File: src/rtl/rv32_pkg.sv
// Shared RV32 definitions for the write-back path: widths, the zero register and
// the destination/data pair carried by any register-file write request.
package rv32_pkg;
  localparam int XLEN   = 32;
  localparam int REG_AW = 5;
  localparam logic [REG_AW-1:0] ZERO_REG = 5'd0;

  typedef struct packed {
    logic [REG_AW-1:0] dst;
    logic [XLEN-1:0]   data;
  } wb_req_t;
endpackage

File: src/rtl/rf_wb_fifo.sv
// Small synchronous FIFO holding LU results that lost the register-file port.
// Pointers carry one wrap bit so full and empty are distinguishable.
module rf_wb_fifo
  import rv32_pkg::*;
#(
  parameter int DEPTH = 2
) (
  input  logic    clk,
  input  logic    rstn,
  input  logic    i_push,
  input  wb_req_t i_req,
  input  logic    i_pop,
  output wb_req_t o_head,
  output logic    o_full,
  output logic    o_empty
);
  localparam int AW = $clog2(DEPTH);

  logic [AW:0] r_wptr, r_rptr;
  wb_req_t     r_mem [DEPTH];

  always_ff @(posedge clk or negedge rstn) begin
    if (!rstn) begin
      r_wptr <= '0;
      r_rptr <= '0;
    end else begin
      if (i_push) r_wptr <= r_wptr + 1'b1;
      if (i_pop)  r_rptr <= r_rptr + 1'b1;
    end
  end

  // Storage needs no reset: entries are only read once the pointers say they exist.
  always_ff @(posedge clk) begin
    if (i_push) r_mem[r_wptr[AW-1:0]] <= i_req;
  end

  assign o_empty = (r_wptr == r_rptr);
  assign o_full  = (r_wptr[AW] != r_rptr[AW]) && (r_wptr[AW-1:0] == r_rptr[AW-1:0]);
  assign o_head  = r_mem[r_rptr[AW-1:0]];
endmodule

File: src/rtl/rf_wb_arbiter.sv
// Arbitrates the single register-file write port between pipeline WB and the
// long-latency unit, tracks in-flight LU destinations and raises ID hazards.
module rf_wb_arbiter
  import rv32_pkg::*;
#(
  parameter int LU_BUF_DEPTH = 2,
  parameter int STARVE_MAX   = 4
) (
  input  logic              clk,
  input  logic              rstn,
  input  logic              regwrite_wb,
  input  logic [REG_AW-1:0] dst_wb,
  input  logic [XLEN-1:0]   regwd_wb,
  input  logic              lu_valid,
  input  logic [REG_AW-1:0] lu_dst,
  input  logic [XLEN-1:0]   lu_data,
  output logic              lu_ready,
  input  logic              iss_valid,
  input  logic [REG_AW-1:0] iss_dst,
  input  logic [REG_AW-1:0] rs_id,
  input  logic [REG_AW-1:0] rt_id,
  input  logic [REG_AW-1:0] dst_id,
  output logic              stall_id,
  output logic              wb_hold,
  output logic              rf_we,
  output logic [REG_AW-1:0] rf_dst,
  output logic [XLEN-1:0]   rf_wd
);
  localparam int SW = $clog2(STARVE_MAX + 1);

  logic              w_full, w_empty;
  wb_req_t           w_head, w_lu_req;
  logic              w_hold, w_sel_pipe, w_pop, w_lu_live, w_bypass, w_push;
  logic              w_lu_wr;
  logic [REG_AW-1:0] w_lu_wr_dst;
  logic [SW-1:0]     r_starve;
  logic [31:0]       r_busy, w_busy_nxt;

  assign w_lu_req = '{dst: lu_dst, data: lu_data};

  rf_wb_fifo #(.DEPTH(LU_BUF_DEPTH)) u_fifo (
    .clk     (clk),
    .rstn    (rstn),
    .i_push  (w_push),
    .i_req   (w_lu_req),
    .i_pop   (w_pop),
    .o_head  (w_head),
    .o_full  (w_full),
    .o_empty (w_empty)
  );

  // Source select: pipeline unless held, then FIFO head, then a 0-cycle LU bypass.
  assign w_hold     = rstn && !w_empty && (r_starve == SW'(STARVE_MAX));
  assign w_sel_pipe = regwrite_wb && !w_hold;
  assign w_pop      = !w_sel_pipe && !w_empty;
  assign w_lu_live  = lu_valid && !w_full && (lu_dst != ZERO_REG);
  assign w_bypass   = !w_sel_pipe && w_empty && w_lu_live;
  assign w_push     = w_lu_live && !w_bypass;

  assign w_lu_wr     = w_pop || w_bypass;
  assign w_lu_wr_dst = w_pop ? w_head.dst : lu_dst;

  always_comb begin
    rf_we  = 1'b0;
    rf_dst = '0;
    rf_wd  = '0;
    if (rstn) begin
      if (w_sel_pipe) begin
        rf_we  = 1'b1;
        rf_dst = dst_wb;
        rf_wd  = regwd_wb;
      end else if (w_pop) begin
        rf_we  = 1'b1;
        rf_dst = w_head.dst;
        rf_wd  = w_head.data;
      end else if (w_bypass) begin
        rf_we  = 1'b1;
        rf_dst = lu_dst;
        rf_wd  = lu_data;
      end
    end
  end

  assign lu_ready = rstn && !w_full;
  assign wb_hold  = w_hold;

  // Counts cycles the FIFO head is blocked by the pipeline; a pop restarts it.
  always_ff @(posedge clk or negedge rstn) begin
    if (!rstn)                  r_starve <= '0;
    else if (w_empty || w_pop)  r_starve <= '0;
    else if (w_sel_pipe)        r_starve <= r_starve + 1'b1;
  end

  // Set wins over clear so a re-issue to the same register in the retire cycle stays busy.
  always_comb begin
    w_busy_nxt = r_busy;
    if (w_lu_wr) w_busy_nxt[w_lu_wr_dst] = 1'b0;
    if (iss_valid && (iss_dst != ZERO_REG)) w_busy_nxt[iss_dst] = 1'b1;
  end

  always_ff @(posedge clk or negedge rstn) begin
    if (!rstn) r_busy <= '0;
    else       r_busy <= w_busy_nxt;
  end

  assign stall_id = rstn && (((rs_id  != ZERO_REG) && r_busy[rs_id]) ||
                             ((rt_id  != ZERO_REG) && r_busy[rt_id]) ||
                             ((dst_id != ZERO_REG) && r_busy[dst_id]));

  ap_no_pipe_wr_busy: assert property (@(posedge clk) disable iff (!rstn)
    !(w_sel_pipe && (dst_wb != ZERO_REG) && r_busy[dst_wb]));
endmodule

File: config.mk
export PLATFORM = sky130hd
export DESIGN_NAME = rf_wb_arbiter
export DESIGN_NICKNAME = d
export VERILOG_FILES = /design/src/rtl/rv32_pkg.sv /design/src/rtl/rf_wb_fifo.sv /design/src/rtl/rf_wb_arbiter.sv
export SDC_FILE = /design/constraint.sdc
export NUM_CORES = 1
export LEC_CHECK = 0
export ABC_AREA = 1
export BUFFER_PORTS_ARGS = -buffer_cell sky130_fd_sc_hd__buf_2
export CAP_MARGIN = 15
export CORE_ASPECT_RATIO = 0.8
export CORE_MARGIN = 10
export CORE_UTILIZATION = 60
export DETAILED_ROUTE_END_ITERATION = 8
export PLACE_DENSITY_LB_ADDON = 0.12
export SYNTH_ARGS = -nofsm -noshare
export SYNTH_HDL_FRONTEND = slang
export SYNTH_SLANG_ARGS = --single-unit
File: constraint.sdc
create_clock -name clk -period 5.26 [get_ports clk]
set_input_delay 1.052 -clock clk [delete_from_list [all_inputs] [get_ports clk]]
set_output_delay 1.052 -clock clk [all_outputs]
set_load 0.05 [all_outputs]
==> results.md <==
* CP max FO at 69
* Final Cycle Share at 0.794
* Clock latency on the worst-skew pair at 0.41 ns
* Post-layout nets at 1,053
* Final worst clock skew at 0.0101 ns
* Number of synthesized register bits at 113
* Post-synthesis sequential area ratio at 0.487
* Vias per inst at 5.68
* Relative slew margins at 0.208
* Most used flip-flop cell after synthesis: sky130_fd_sc_hd__edfxtp_1
* Starting utilization of the core area at 0.608
* Maximum number of pins on one net before global-route repair at 74
* Width of the die at 137 µm
* Arr. time, crit path at 3.13 ns
* Fill count at 795
* Routed length per placed instance at 18.0 µm
* Final setup violation count at 0
* Count of mapped cells out of synthesis at 824
* Total CTS buffers at 17
* Slowest-stage cell, CP: sky130_fd_sc_hd__inv_2
* Critical Path Source Type: primary input
* Required time of the worst setup path at 4.21 ns
* CTS Root Cell: sky130_fd_sc_hd__clkbuf_16
* CTS H-Tree Depth at 4
* Overall overflow remaining after global route at 0
* Kind of end point of the critical path: output pin
* Post-Route Setup TNS at 0 ns
* Post-Syn Area per Cell at 7.97 µm²
* Global routing usage summed across all routing layers at 0.254
* CP max stage delay at 0.66 ns
* Number of nets still failing antenna checks after routing at 0
* Final Hold Viols at 0
* Initial detailed-routing violation count at 773
* Vias in the first global route at 6,027
* Final number of max-transition violations at 0
* Count of flip-flops with a built-in enable after synthesis at 74
* Top-area cell type share of the netlist area at 0.338
* Number of antenna violations at the first check in global routing at 2
* Share of layout cells above drive strength 1 at 0.216
* Number of core rows at 34
* Cell chain of the critical path: buf_2 > inv_2 > nor2_2 > nand2_1 > inv_2 > nor2_2 > inv_2 > o21ai_0 > a21oi_1 > nor2_1 > buf_2
* Maximum vdd ir drop at 0.315 mV
* Yosys warnings at 0
* Cell types occupying the most area after synthesis: sky130_fd_sc_hd__edfxtp_1 (34%), sky130_fd_sc_hd__nand2_1 (17%), sky130_fd_sc_hd__dfrtp_1 (15%)
* Total core area at 10,800 µm²
* Area overhead of the layout relative to synthesis at 21.0%
* Detailed Route WL at 20,000 µm
* Top-level I/O count at 140
* Unrepaired setup endpoints after global routing: no
* Slew of the pin with the lowest slew margin at 1.18 ns
* Synthesized net count at 925
* Number of library cell types mapped by synthesis at 27
* Buffers from clock root to sink, at most at 2
* Via total after detailed routing at 6,315
* Number of gates resized after cts at 0
* Wire length of the first global-routing pass at 31,400 µm
* CP top delay family: buffers and inverters
* Total power divided by cell area at 565 nW/µm²
* Number of DRC violations after detailed routing at 0
* Time the worst path needs with I/O delays and setup at 4.18 ns
* Area enclosed by the die boundary at 15,600 µm²
* Sum of internal, switching and leakage power at 0.00449 W
* Buffers plus inverters on the worst setup path at 5
* Class of the tightest hold or removal check: register to register
* TritonCTS clock tree: built
* Ys async rst share at 0.345
* Height of the die at 114 µm
* Post-CTS clock slew at the launch and capture registers of the worst setup and hold paths at 0.05 ns
* Number of port buffers at 139
* Detailed-placement wirelength estimate at 13,900 µm
* CTS Hold Buffers Added at 0
* Path type of the worst setup path: primary input to output pin
* Area leader, netlist: sky130_fd_sc_hd__edfxtp_1
* Maximum Capacitance Violations at 0
* Postcts setup bufs at 0
* Result of the run: finished, final reports clean
* First-pass DRT Iterations at 5
* Cell with the most instances on the worst path: sky130_fd_sc_hd__inv_2
* Total number of clock tree sinks at 113
* Upper clock frequency limit at 239 MHz
* Placer congestion estimate at 0.926
* Netlist area before placement at 6570 µm²
* Static Leakage at 3.78 nW
-- per-stage QoR --
stage | instances | hold WS, ns | instance area, µm² | setup slack [ns] | util
after global routing | 1110 | 0.489 | 7950 | 0.853 | 0.735
after floorplan | 824 | 0.430 | 6570 | 1.39 | -
after global placement | 1076 | 0.449 | 7330 | 1.23 | 0.678
after CTS | 1108 | 0.474 | 7920 | 1.12 | 0.733
after detailed placement | 1076 | 0.461 | 7330 | 1.15 | 0.678
final | 1111 | 0.474 | 7950 | 1.08 | 0.736
-- metal layers --
metal | part of all wire | global-route usage | up-vias
li1 | - | - | 2979
met4 | 0.013 | 0.0638 | 0
met3 | 0.094 | 0.0721 | 26
met5 | 0 | 0 | -
met1 | 0.45 | 0.362 | 2984
met2 | 0.44 | 0.372 | 326
-- area by class of cell --
class / instances / area (µm²) / share of cell area
sequential: 113 / 3200 / 0.403
multi-input combinational: 606 / 2960 / 0.372
timing repair buffer: 144 / 746 / 0.0938
clock buffer: 25 / 528 / 0.0664
inverter: 70 / 264 / 0.0332
tap: 144 / 180 / 0.0227
clock inverter: 7 / 67.6 / 0.00850
antenna: 2 / 5.00 / 0.000630
-- cell usage after synthesis, types with 5 or more instances --
library cell	n
sky130_fd_sc_hd__o211ai_1	6
sky130_fd_sc_hd__a31oi_1	7
sky130_fd_sc_hd__dfrtp_1	39
sky130_fd_sc_hd__nor2_4	7
sky130_fd_sc_hd__mux2i_1	34
sky130_fd_sc_hd__edfxtp_1	74
sky130_fd_sc_hd__o21ai_0	64
sky130_fd_sc_hd__nand2_2	9
sky130_fd_sc_hd__inv_1	60
sky130_fd_sc_hd__buf_2	12
sky130_fd_sc_hd__inv_2	6
sky130_fd_sc_hd__a21oi_1	36
sky130_fd_sc_hd__clkbuf_1	21
sky130_fd_sc_hd__nand3_1	65
sky130_fd_sc_hd__nor2_2	5
sky130_fd_sc_hd__nor2_1	56
sky130_fd_sc_hd__nor3_1	10
sky130_fd_sc_hd__nand2_1	290
-- worst paths after layout --
path	start	to	slack (ns)	cells past startpoint
hold reg to reg	r_busy[5]	r_busy[5]	0.47	2
hold / removal	r_busy[5]	r_busy[5]	0.47	2
max in group asynchronous	rstn	u_fifo.r_rptr[0]	3.87	2
min in group asynchronous	rstn	r_starve[0]	0.83	2
setup reg to reg	r_starve[0]	r_busy[23]	2.48	13
setup / recovery	rstn	rf_wd[29]	1.08	11
-- state kept, by name (all words and copies together) (netlist names) --
register	flops
r_starve	3
u_fifo.r_rptr	2
u_fifo.r_wptr	2
u_fifo.r_mem	74
r_busy	32
-- power by group --
| part | switching, W | internal, W |
|---|---|---|
| Combinational | 0.00132 | 0.000520 |
| Sequential | 0.000189 | 0.00132 |
| Clock | 0.000397 | 0.000743 |
| Total | 0.00191 | 0.00258 |
-- logic make-up (layout without fill, tap and decap cells) --
kind of cell               count (synthesis)  in the layout  synth area share
buffers and inverters                    105            246            0.0648
adders and majority gates                  2              2           0.00381
other                                      0              2                 0
AOI/OAI and AO/OA                        120            120             0.102
xor gates and xnor gates                   7              7           0.00934
DFF                                      113            113             0.487
muxes                                     34             34            0.0518
and+or+nand+nor                          443            443             0.281
-- layout by cell type, fill, tap and decap left out, types with 10 or more instances in the layout --
| cell | n |
|---|---|
| sky130_fd_sc_hd__a21oi_1 | 36 |
| sky130_fd_sc_hd__o21ai_0 | 64 |
| sky130_fd_sc_hd__nor3_1 | 10 |
| sky130_fd_sc_hd__nand3_1 | 65 |
| sky130_fd_sc_hd__clkbuf_16 | 19 |
| sky130_fd_sc_hd__buf_2 | 139 |
| sky130_fd_sc_hd__mux2i_1 | 34 |
| sky130_fd_sc_hd__edfxtp_1 | 74 |
| sky130_fd_sc_hd__nand2_1 | 290 |
| sky130_fd_sc_hd__inv_1 | 60 |
| sky130_fd_sc_hd__nor2_1 | 54 |
| sky130_fd_sc_hd__dfrtp_1 | 38 |
-- worst register-to-register path, stage by stage, from the launching register on --
cell and delay, ns:
sky130_fd_sc_hd__dfrtp_1 0.37, sky130_fd_sc_hd__inv_1 0.05, sky130_fd_sc_hd__ha_1 0.18, sky130_fd_sc_hd__nand2_1 0.08, sky130_fd_sc_hd__nor2_2 0.06, sky130_fd_sc_hd__o21ai_4 0.67, sky130_fd_sc_hd__buf_4 0.40, sky130_fd_sc_hd__nand2_1 0.08
sky130_fd_sc_hd__o21ai_1 0.16, sky130_fd_sc_hd__nand2_1 0.19, sky130_fd_sc_hd__nor2_2 0.20, sky130_fd_sc_hd__nand2_1 0.08, sky130_fd_sc_hd__nand2_1 0.06, sky130_fd_sc_hd__nand2_1 0.07
Note: power is estimated with default switching activity, not from simulation.
